**src/rtl/issue_scheduler.sv**
```systemverilog
// ----------------------------------------------------------------------------
// issue_scheduler
//   Decode/issue-stage controller sitting right after the opcode decoder.
//   Tracks in-flight register writes in a per-register scoreboard, stalls on
//   RAW/WAW hazards, holds issue while a multi-cycle MUL/DIV occupies the ALU,
//   and injects NOP bubbles after a taken branch/jump flush.
//
// Ports
//   i_clk, i_rst          clock, synchronous active-high reset
//   i_valid / o_ready     decoded instruction handshake (o_ready combinational)
//   i_rs1/2, i_rs1/2_en   source operands and their read enables
//   i_rd, i_rd_en         destination register and write enable
//   i_is_mul, i_is_div    multi-cycle ALU op (never both high)
//   i_wb_valid, i_wb_rd   retire strobe and the register it releases
//   i_flush               taken branch/jump, squash younger work
//   o_issue               instruction fires this cycle
//   o_nop                 bubble request to the decoder (= !o_issue)
//   o_stall_hz            valid instruction blocked by a scoreboard hazard
//   o_busy                ALU occupied by MUL/DIV
//   o_pending             scoreboard vector, one bit per register
//
// state  | meaning
// S_RUN  | issuing, one instruction per cycle when hazard free
// S_BUSY | MUL/DIV occupies the ALU, cnt counts remaining stall cycles
// S_FLUSH| injecting bubbles after a flush, cnt counts remaining bubbles
// ----------------------------------------------------------------------------
module issue_scheduler #(
    parameter int NUM_REG      = 32,
    parameter int MUL_LAT      = 3,
    parameter int DIV_LAT      = 8,
    parameter int FLUSH_CYCLES = 2,
    localparam int REG_SELECT  = $clog2(NUM_REG)
) (
    input  logic                  i_clk,
    input  logic                  i_rst,
    input  logic                  i_valid,
    output logic                  o_ready,
    input  logic [REG_SELECT-1:0] i_rs1,
    input  logic [REG_SELECT-1:0] i_rs2,
    input  logic                  i_rs1_en,
    input  logic                  i_rs2_en,
    input  logic [REG_SELECT-1:0] i_rd,
    input  logic                  i_rd_en,
    input  logic                  i_is_mul,
    input  logic                  i_is_div,
    input  logic                  i_wb_valid,
    input  logic [REG_SELECT-1:0] i_wb_rd,
    input  logic                  i_flush,
    output logic                  o_issue,
    output logic                  o_nop,
    output logic                  o_stall_hz,
    output logic                  o_busy,
    output logic [NUM_REG-1:0]    o_pending
);

    localparam int MAX_LAT_A = (MUL_LAT > DIV_LAT) ? MUL_LAT : DIV_LAT;
    localparam int MAX_LAT   = (MAX_LAT_A > FLUSH_CYCLES) ? MAX_LAT_A : FLUSH_CYCLES;
    localparam int CNT_W     = $clog2(MAX_LAT + 1);

    // Load values chosen so that exactly LAT-1 stall cycles (or FLUSH_CYCLES
    // bubbles) follow the cycle that entered the state.
    localparam logic [CNT_W-1:0] MUL_CNT   = CNT_W'((MUL_LAT > 1) ? (MUL_LAT - 2) : 0);
    localparam logic [CNT_W-1:0] DIV_CNT   = CNT_W'((DIV_LAT > 1) ? (DIV_LAT - 2) : 0);
    localparam logic [CNT_W-1:0] FLUSH_CNT = CNT_W'(FLUSH_CYCLES - 1);

    typedef enum logic [1:0] {
        S_RUN   = 2'd0,
        S_BUSY  = 2'd1,
        S_FLUSH = 2'd2
    } state_t;

    state_t               state_q, state_d;
    logic [CNT_W-1:0]     cnt_q, cnt_d;
    logic [NUM_REG-1:0]   pending_q, pending_d;

    logic busy_rs1, busy_rs2, busy_rd;
    logic hz;
    logic issue;

    // A retire in the same cycle releases the register early (forwarding).
    assign busy_rs1 = pending_q[i_rs1] & ~(i_wb_valid & (i_wb_rd == i_rs1));
    assign busy_rs2 = pending_q[i_rs2] & ~(i_wb_valid & (i_wb_rd == i_rs2));
    assign busy_rd  = pending_q[i_rd]  & ~(i_wb_valid & (i_wb_rd == i_rd));

    assign hz = (i_rs1_en & busy_rs1) | (i_rs2_en & busy_rs2) | (i_rd_en & busy_rd);

    assign o_ready    = ~i_rst & (state_q == S_RUN) & ~hz & ~i_flush;
    assign issue      = i_valid & o_ready;
    assign o_issue    = issue;
    assign o_nop      = ~issue;
    assign o_stall_hz = ~i_rst & i_valid & (state_q == S_RUN) & hz;
    assign o_busy     = ~i_rst & (state_q == S_BUSY);
    assign o_pending  = pending_q;

    // Scoreboard: clear on retire first, so a same-cycle set wins.
    always_comb begin
        pending_d = pending_q;
        if (i_wb_valid) begin
            pending_d[i_wb_rd] = 1'b0;
        end
        if (issue && i_rd_en && (i_rd != '0)) begin
            pending_d[i_rd] = 1'b1;
        end
        pending_d[0] = 1'b0;
    end

    always_comb begin
        state_d = state_q;
        cnt_d   = cnt_q;
        case (state_q)
            S_RUN: begin
                if (issue && i_is_mul && (MUL_LAT > 1)) begin
                    state_d = S_BUSY;
                    cnt_d   = MUL_CNT;
                end else if (issue && i_is_div && (DIV_LAT > 1)) begin
                    state_d = S_BUSY;
                    cnt_d   = DIV_CNT;
                end
            end
            S_BUSY, S_FLUSH: begin
                if (cnt_q == '0) begin
                    state_d = S_RUN;
                end else begin
                    cnt_d = cnt_q - CNT_W'(1);
                end
            end
            default: begin
                state_d = S_RUN;
                cnt_d   = '0;
            end
        endcase
        // Flush overrides everything, including BUSY completion and a
        // restart while already flushing.
        if (i_flush) begin
            state_d = S_FLUSH;
            cnt_d   = FLUSH_CNT;
        end
    end

    always_ff @(posedge i_clk) begin
        if (i_rst) begin
            state_q   <= S_RUN;
            cnt_q     <= '0;
            pending_q <= '0;
        end else begin
            state_q   <= state_d;
            cnt_q     <= cnt_d;
            pending_q <= pending_d;
        end
    end

endmodule

```
**config.mk**
```make
export PLATFORM = sky130hd
export DESIGN_NAME = issue_scheduler
export DESIGN_NICKNAME = d
export VERILOG_FILES = /design/src/rtl/issue_scheduler.sv
export SDC_FILE = /design/constraint.sdc
export NUM_CORES = 1
export LEC_CHECK = 0
export ABC_AREA = 1
export CAP_MARGIN = 20
export CORE_MARGIN = 4
export CORE_UTILIZATION = 44
export DETAILED_ROUTE_END_ITERATION = 8
export HOLD_SLACK_MARGIN = 0.08
export PLACE_DENSITY = 0.7
export SYNTH_ARGS = -nofsm -noshare
export SYNTH_HDL_FRONTEND = slang
export SYNTH_SLANG_ARGS = --single-unit
```
**constraint.sdc**
```tcl
create_clock -name i_clk -period 2.7 [get_ports i_clk]
set_clock_uncertainty 0.2 [all_clocks]
set_input_delay 0.54 -clock i_clk [delete_from_list [all_inputs] [get_ports i_clk]]
set_output_delay 0.54 -clock i_clk [all_outputs]
set_load 0.01 [all_outputs]
```
==> impl_metrics.py <==
metrics = {
    "sta": {
        "timing.fmax_mhz": 375,
        "setup_viol": 0,
        "layout_min_cycle_time_ns": 2.67,
        "hold-worst-slack_ns": 0.269,
        "final-hold-violation-count": 0,
        "rsz0062_at_grt": "true",
        "timing.final.crit_share": 0.988,
        "slew_viol_final": 0,
    },
    "logic_synthesis": {
        "avgSynthCellArea_um2": 5.79,
        "ys_warn_count": 0,
        "netlist_area_mm2": 0.00332,
        "synthArstFlopShare": 0,
        "yosysTopAreaCell": "dfxtp_1",
        "synth_top_area_share": 0.223,
        "ys_top_cells_by_count": "nand2_1 (141), inv_1 (77), nand3_1 (77)",
        "ys_ff_latch": 37,
        "synth_nets": 608,
        "yosysMostFrequentCell": "nand2_1",
        "synth_cell_types": 30,
        "syn_inst": 573,
        "synth-edff-count": 0,
        "synth-seq-area-share": 0.223,
        "synthTopCellsByArea": "dfxtp_1 (22%), nand2_1 (16%), nand3_1 (12%), inv_1 (8.7%), nor2_1 (6.9%)",
        "synth-main-ff-cell": "dfxtp_1",
    },
    "floorplanning": {
        "ios": 67,
        "die_h_um": 94.9,
        "initial_core_util": 0.455,
        "coreArea_mm2": 0.00729,
        "die_area_mm2": 0.00900,
        "die_w_um": 94.9,
        "rows": 31,
    },
    "clock_tree": {
        "cts_buffer_depth": 2,
        "clock_latency_ns": 0.29,
        "holdBufCountCts": 0,
        "cts_tree": "done",
        "cts_made_buffers": 5,
        "cts_num_sinks": 37,
        "clockRootBuffer": "clkbuf_8",
        "cts.clk_slew.worst_paths_ns": 0.07,
        "cts-htree-levels": 2,
    },
    "routing": {
        "wire_per_inst_um": 17.1,
        "drt-initial-drc-count": 376,
        "detail_route.vias_per_cell": 5.58,
        "drtAntennaViolNets": 0,
        "wl_mm": 13.9,
        "drt-pass1-iter-count": 6,
        "drc": 0,
        "vias": 4521,
    },
    "flow_run": {
        "drv_cap": 0,
    },
    "power_and_ir_drop": {
        "total_power_mw": 1.57,
        "power_leakage_nw": 2.26,
        "ir_drop_uv": 307,
        "p_per_area_mw_per_mm2": 305,
    },
    "layout": {
        "nets": 745,
        "nFillCells": 649,
        "drive_above_1_share": 0.323,
        "stdcell_area_mm2": 0.00514,
        "areaGrowthSynthToFinish_pct": 54.7,
        "seq_area_um2": 742,
        "antennaDiodeCount": 0,
        "multi_input_area_mm2": 0.00238,
        "fin_cells": 810,
    },
    "critical_path": {
        "crit_fanout": 8,
        "reg2reg_to": "o_pending[31]$_SDFF_PP0_",
        "startpoint": "i_rd[0]",
        "critPathLaunchType": "input port",
        "end_kind": "output pin",
        "worst_ep_required_time_ns": 1.96,
        "crit_type": "in -> out",
        "rr_startpoint": "o_pending[20]$_SDFF_PP0_",
        "arrival_ns": 1.93,
        "rr_worst_depth": 18,
        "cp-endpoint": "o_nop",
        "rrSetupSlack_ns": 0.25,
    },
    "grt": {
        "grt_pass1_wl_mm": 20.8,
        "grt_start_max_net_pins": 34,
        "grt_pass1_vias": 4250,
        "grtUsageTotal": 0.298,
        "gr-total-overflow": 0,
        "grt_antenna_before_repair": 0,
    },
    "min_path": {
        "hp-class": "reg -> reg",
    },
    "place": {
        "gp_congestion": 0.941,
        "dpl.hpwl_mm": 9.83,
        "io_buffers": 65,
        "place_area_mm2": 0.00449,
        "dp_cells": 783,
    },
    "run_status": {
        "status": "completed",
    },
}
stage by stage:
step	utilization	worst slack, ns	setup TNS [ns]
after CTS	0.673	-0.0142	-0.0142
after floorplan	-	0.0552	0
after detailed placement	0.615	-0.902	-24.98
after global routing	0.704	-0.0740	-0.170
after global placement	0.615	-0.860	-21.86
final	0.704	0.0316	0
repair_timing:
item                       4_1_cts  5_1_grt
setup endpoints to repair       40       37
pin swaps                       12       32
setup buffers                    7        4
gates resized for setup        130       66
gates cloned                     6        3
report_power, final:
group / switching [mW] / internal [mW]
logic: 0.287 / 0.209
clock network: 0.211 / 0.302
registers: 0.00461 / 0.552
state kept, by name, summed over array words and instances, names as in the netlist:
register,flops
o_pending,31
cnt_q,4
state_q,2
worst min path at each step:
stage,end,slack [ns],startpoint,cells after the start
final,cnt_q[0]$_SDFFE_PP0P_,0.27,cnt_q[0]$_SDFFE_PP0P_,2
after global routing,cnt_q[0]$_SDFFE_PP0P_,0.30,cnt_q[0]$_SDFFE_PP0P_,2
after CTS,cnt_q[0]$_SDFFE_PP0P_,0.27,cnt_q[0]$_SDFFE_PP0P_,2
after detailed placement,cnt_q[0]$_SDFFE_PP0P_,0.26,cnt_q[0]$_SDFFE_PP0P_,2
after global placement,cnt_q[3]$_SDFFE_PP0P_,0.25,cnt_q[3]$_SDFFE_PP0P_,2
after floorplan,cnt_q[3]$_SDFFE_PP0P_,0.24,cnt_q[3]$_SDFFE_PP0P_,2
logic make-up after synthesis:
group | Yosys count | synth area share
AO/OA/AOI/OAI | 106 | 0.195
XOR/XNOR | 2 | 0.00528
adder cells (fa/ha/maj) | 5 | 0.0188
buffers and inverters | 105 | 0.139
flip-flops | 37 | 0.223
other | 1 | 0.00113
AND/OR/NAND/NOR | 317 | 0.417
per-layer routing:
metal / wire length [µm] / vias to the layer above / GRT usage
met4: 646 / 0 / 0.151
met2: 6700 / 267 / 0.509
met1: 5250 / 2075 / 0.358
li1: - / 2122 / -
met5: 0 / - / 0
met3: 1270 / 57 / 0.0486
cells in the final DEF, fill, tap and decap left out, types with 2 or more instances in the layout:
cell and count:
clkinv_4 3, nand3_2 13, nand2_2 32, dfxtp_1 36
o21ai_2 6, dlygate4sd2_1 3, buf_12 7, buf_2 9
nand3_1 63, inv_2 8, nand2_1 126, nor3_2 4
buf_4 66, o21ai_0 36, a21oi_1 16, buf_6 11
clkdlybuf4s50_1 39, ha_1 5, clkdlybuf4s15_2 2, nor2_1 55
a21oi_2 22, clkbuf_16 2, nand3_4 2, buf_16 3
nand2_4 5, nor2_4 2, xor2_1 2, inv_4 6
clkbuf_2 7, clkbuf_8 6, o211ai_1 6, inv_1 67
o21ai_1 10, nor3_4 4, nand4_1 3, nor3_1 2
nor2_2 5, o22ai_1 8
area by class of cell:
type,instances,area share
Clock buffer,7,0.0168
Sequential cell,37,0.144
Timing Repair inverter,1,0.00122
Timing Repair Buffer,151,0.278
Clock inverter,1,0.00585
Inverter,83,0.0660
Multi-Input combinational cell,431,0.463
Tap cell,99,0.0241
critical path, stage by stage:
cell	delay, ns
buf_12	0.12
buf_16	0.14
nand2_2	0.06
o21ai_1	0.06
nand2_1	0.08
nand2_1	0.06
nand2_1	0.07
nand2_1	0.06
nor2_2	0.09
nand2_2	0.07
nand2_2	0.08
nand3_4	0.09
nor3b_4	0.20
inv_1	0.07
buf_6	0.12
(Power assumes the default switching activity.)
